[config.mk]
export PLATFORM = sky130hd
export DESIGN_NAME = param_stack
export DESIGN_NICKNAME = d
export VERILOG_FILES = /design/src/rtl/param_stack.sv
export SDC_FILE = /design/constraint.sdc
export NUM_CORES = 1
export LEC_CHECK = 0
export BUFFER_PORTS_ARGS = -buffer_cell sky130_fd_sc_hd__buf_2
export CAP_MARGIN = 0
export CORE_MARGIN = 5
export CORE_UTILIZATION = 43
export CTS_CLUSTER_SIZE = 30
export DETAILED_ROUTE_END_ITERATION = 8
export GPL_ROUTABILITY_DRIVEN = 1
export GPL_TIMING_DRIVEN = 0
export PLACE_DENSITY_LB_ADDON = 0.05
export SYNTH_ARGS = -nofsm -noshare
export SYNTH_HDL_FRONTEND = slang
export SYNTH_SLANG_ARGS = --single-unit
[constraint.sdc]
create_clock -name clk -period 4.35 [get_ports clk]
set_input_delay 0.435 -clock clk [delete_from_list [all_inputs] [get_ports clk]]
set_output_delay 0.435 -clock clk [all_outputs]
set_load 0.03 [all_outputs]
[src/rtl/param_stack.sv]
// param_stack: parametrised LIFO stack; TOS held in a register, lower entries in distributed RAM
module param_stack #(
  parameter int WIDTH = 13,
  parameter int DEPTH = 16
) (
  input  logic                     clk,
  input  logic                     reset,
  input  logic                     push,
  input  logic                     pop,
  input  logic [WIDTH-1:0]         din,
  input  logic                     err_clr,
  output logic [WIDTH-1:0]         tos,
  output logic [$clog2(DEPTH):0]   count,
  output logic                     empty,
  output logic                     full,
  output logic                     overflow,
  output logic                     underflow
);
  localparam int AW = $clog2(DEPTH);
  logic [WIDTH-1:0] r_ram [DEPTH];
  logic [WIDTH-1:0] r_tos;
  logic [AW:0]      r_count;
  logic             r_ovf;
  logic             r_unf;
  logic [AW:0]      w_cm1;
  logic [AW:0]      w_cm2;
  logic [WIDTH-1:0] w_rd;
  logic             w_push_ok;
  logic             w_pop_ok;
  logic             w_grow;
  logic             w_rep;
  assign empty     = r_count == '0;
  assign full      = r_count == (AW+1)'(DEPTH);
  assign w_cm1     = r_count - (AW+1)'(1);
  assign w_cm2     = r_count - (AW+1)'(2);
  assign w_push_ok = push & ~pop & ~full;
  assign w_pop_ok  = pop & ~push & ~empty;
  assign w_rep     = push & pop;
  // replace on an empty stack grows it exactly like a push
  assign w_grow    = w_push_ok | (w_rep & empty);
  assign w_rd      = r_ram[w_cm2[AW-1:0]];
  always_ff @(posedge clk)
    if (w_push_ok && !empty) r_ram[w_cm1[AW-1:0]] <= r_tos;
  always_ff @(posedge clk or posedge reset)
    if (reset) begin
      r_tos   <= '0;
      r_count <= '0;
      r_ovf   <= 1'b0;
      r_unf   <= 1'b0;
    end else begin
      if (w_grow) begin
        r_tos   <= din;
        r_count <= r_count + (AW+1)'(1);
      end else if (w_rep) begin
        r_tos <= din;
      end else if (w_pop_ok) begin
        r_tos   <= (r_count == (AW+1)'(1)) ? '0 : w_rd;
        r_count <= w_cm1;
      end
      r_ovf <= (push & ~pop & full) | (r_ovf & ~err_clr);
      r_unf <= (pop & ~push & empty) | (r_unf & ~err_clr);
    end
  assign tos       = r_tos;
  assign count     = r_count;
  assign overflow  = r_ovf;
  assign underflow = r_unf;
endmodule

==> run metrics <==
EDFF count, synth around 210; library cells used by synthesis 39; grt ovf 0; NetSw 2730 uW; H-tree lvl count 1; mean post-synth cell area ~20 um2; Switching Share 0.343; vias in the first global route about 4,800; leakage power total 0.00374 uW; die width between 150 and 200 um; Clk Latency, worst-skew pair 520 ps; crit path max fanout 13; Worst-Margin Slew slightly below 1000 ps; CTS clk-pin slew, worst paths around 60 ps; Slew Limit Fails 0; Post-CTS Hold Fix Bufs 0; most common cell after layout, fill and taps aside edfxtp_1; Final nets approximately 570; Routed WL 21,300 um; Req. time, crit path around 4500 ps; Peak Freq between 200 and 300 MHz; Worst Path Arrival 3630 ps; Max clock buf depth 3; CTS buffer count 24; Yosys warning total 0; Clock power frac 0.248; die area between 20,000 and 25,000 um2; Tot Pwr roughly 8000 uW; drt first pass iters 4; Cell Pwr Density 737 nW/um2; GRT Util Overall 0.174; I/O Pins 40; CP delay by family, top simple AND/OR/NAND/NOR gates; initial core utilization 0.434; largest net degree at the start of global routing 21; CP bufs+invs 2; Worst Hold Slack about 110 ps; Slew Limit Headroom 0.345; Setup Skew 22.1 ps; ratio of cells with drive above 1 in the final layout 0.288; Setup TNS Final 0 ps; fin crit share 0.804; crit path cell chain inv_2, buf_1, ha_1, nor3b_2, nor2_1, nand2_1, nor2_2; Vias/cell approximately 5.5; peak supply drop approximately 0.40 mV; Max Cap Viol 0; Top FF cell, synth edfxtp_1; Post-DP HPWL between 10,000 and 15,000 um; result of the run finished, final reports clean; Area contributors post-synth edfxtp_1 67%, mux4_1 11%, dfrtp_1 5.3%; Core Footprint approximately 22,000 um2; Port Buffers 39; Iter 0 DRT Violations 256; HP Class primary input to async pin; Post-Synthesis Cells around 470; diode count 0; area delta synth->final 15.3%; sequential power share 0.416; Hold Fails Final Rpt 0; RD Place Congestion about 0.8; RSZ-0062 raised after global routing false; #FFs+latches synth 228; final routed DRC violation total 0; CTS sink count 228; Async SR Flop Fraction 0.0877; Crit Path Class flop to flop; Routed Antenna Nets 0; critical path's largest stage delay 790 ps; via count approximately 4,600; CTS resizes 0; Clock Tree Root clkbuf_16; Critical-path top delay cell nor2_2; postcts setup bufs 0; crit end category flop; Tmin final between 3000 and 4000 ps; # setup viols final 0; FP Rows between 50 and 60; Logic pwr share 0.336; CTS tree yes; initial antenna violation count 0; Post-Syn Nets 495; Seq/Total Area, Yosys 0.719; critical path launch point type flop; Power Internal 5240 uW; most frequent cells in the layout 208 x edfxtp_1, 46 x buf_2, 40 x nand3_1; Routed wire per std cell approximately 25 um; area leader, netlist edfxtp_1; first-pass GRT wire length between 30,000 and 40,000 um; Yosys top cell area share 0.666; Die Y between 150 and 200 um; Mapped Area 9380 um2
-- logic make-up after synthesis --
family,after synthesis,share of synthesized area
AND/OR/NAND/NOR,83,0.0458
adder cells (fa/ha/maj),9,0.0120
XOR/XNOR,7,0.00654
flip-flops,228,0.719
buffers and inverters,33,0.0193
AO/OA/AOI/OAI,27,0.0221
multiplexers,81,0.175
-- sequential cells by signal (all words and copies together), names as in the netlist --
signal,cells
underflow,1
count,5
tos,13
overflow,1
r_ram,208
-- cells in the mapped netlist (2+ instances only) --
| library cell | number |
|---|---|
| dfrtp_1 | 20 |
| nand2_1 | 9 |
| o22ai_1 | 2 |
| mux2_2 | 28 |
| a22oi_1 | 13 |
| xor2_1 | 2 |
| a21oi_1 | 2 |
| mux4_2 | 14 |
| mux4_1 | 38 |
| buf_6 | 6 |
| edfxtp_1 | 208 |
| buf_1 | 2 |
| clkbuf_1 | 8 |
| xnor2_1 | 5 |
| nand2b_1 | 4 |
| nor2_1 | 21 |
| nand3_1 | 40 |
| ha_1 | 9 |
| inv_1 | 8 |
| nor3b_1 | 3 |
| buf_2 | 7 |
| o21ai_2 | 2 |
-- power groups by stage --
stage	logic, uW	clock network (uW)	registers, uW
after global placement	2680	0	3340
after floorplan	1680	0	3380
after detailed placement	2730	0	3380
after CTS	2740	2020	3340
after global routing	2870	2120	3380
final	2680	1970	3310
-- final timing paths --
| check | startpoint | endpoint | slack (ps) | depth (start not counted) |
|---|---|---|---|---|
| setup / recovery | count[0]$_DFFE_PP0P_ | r_ram[9][4]$_DFFE_PP_ | 850 | 7 |
| hold / removal | reset | count[4]$_DFFE_PP0P_ | 110 | 2 |
| setup reg to reg | count[0]$_DFFE_PP0P_ | r_ram[9][4]$_DFFE_PP_ | 850 | 7 |
| hold reg to reg | overflow$_DFF_PP0_ | overflow$_DFF_PP0_ | 550 | 2 |
| max in group asynchronous | reset | count[2]$_DFFE_PP0P_ | 3680 | 2 |
| min in group clk | err_clr | overflow$_DFF_PP0_ | 140 | 2 |
-- cell type report --
cell class | count | area (um2)
plain buffers | 24 | 148
clock buffers | 33 | 684
clock inverters | 11 | 91.3
fillers | 1830 | 10800
inverters | 9 | 33.8
multi-input cells | 207 | 2490
flip-flops and latches | 228 | 6750
well taps | 280 | 350
repair buffers | 44 | 267
-- metal layers --
metal / vias to the layer above / share of wire / wire (um) / GRT usage
li1: 2078 / - / - / -
met1: 2358 / 0.42 / 8920 / 0.238
met3: 32 / 0.056 / 1200 / 0.0265
met5: - / 0 / 0 / 0
met4: 0 / 0.018 / 390 / 0.0393
met2: 108 / 0.51 / 10800 / 0.297
-- through the flow --
stage / cell area [um2] / std cells / setup slack [ps] / utilization
floorplan: 9380 / 468 / 1460 / -
global placement: 9920 / 787 / 401 / 0.459
detailed placement: 10000 / 792 / 482 / 0.464
CTS: 10800 / 836 / 477 / 0.500
global route: 10800 / 836 / 595 / 0.500
finish: 10800 / 836 / 851 / 0.500
No activity file was read; power rests on OpenSTA's default activity.
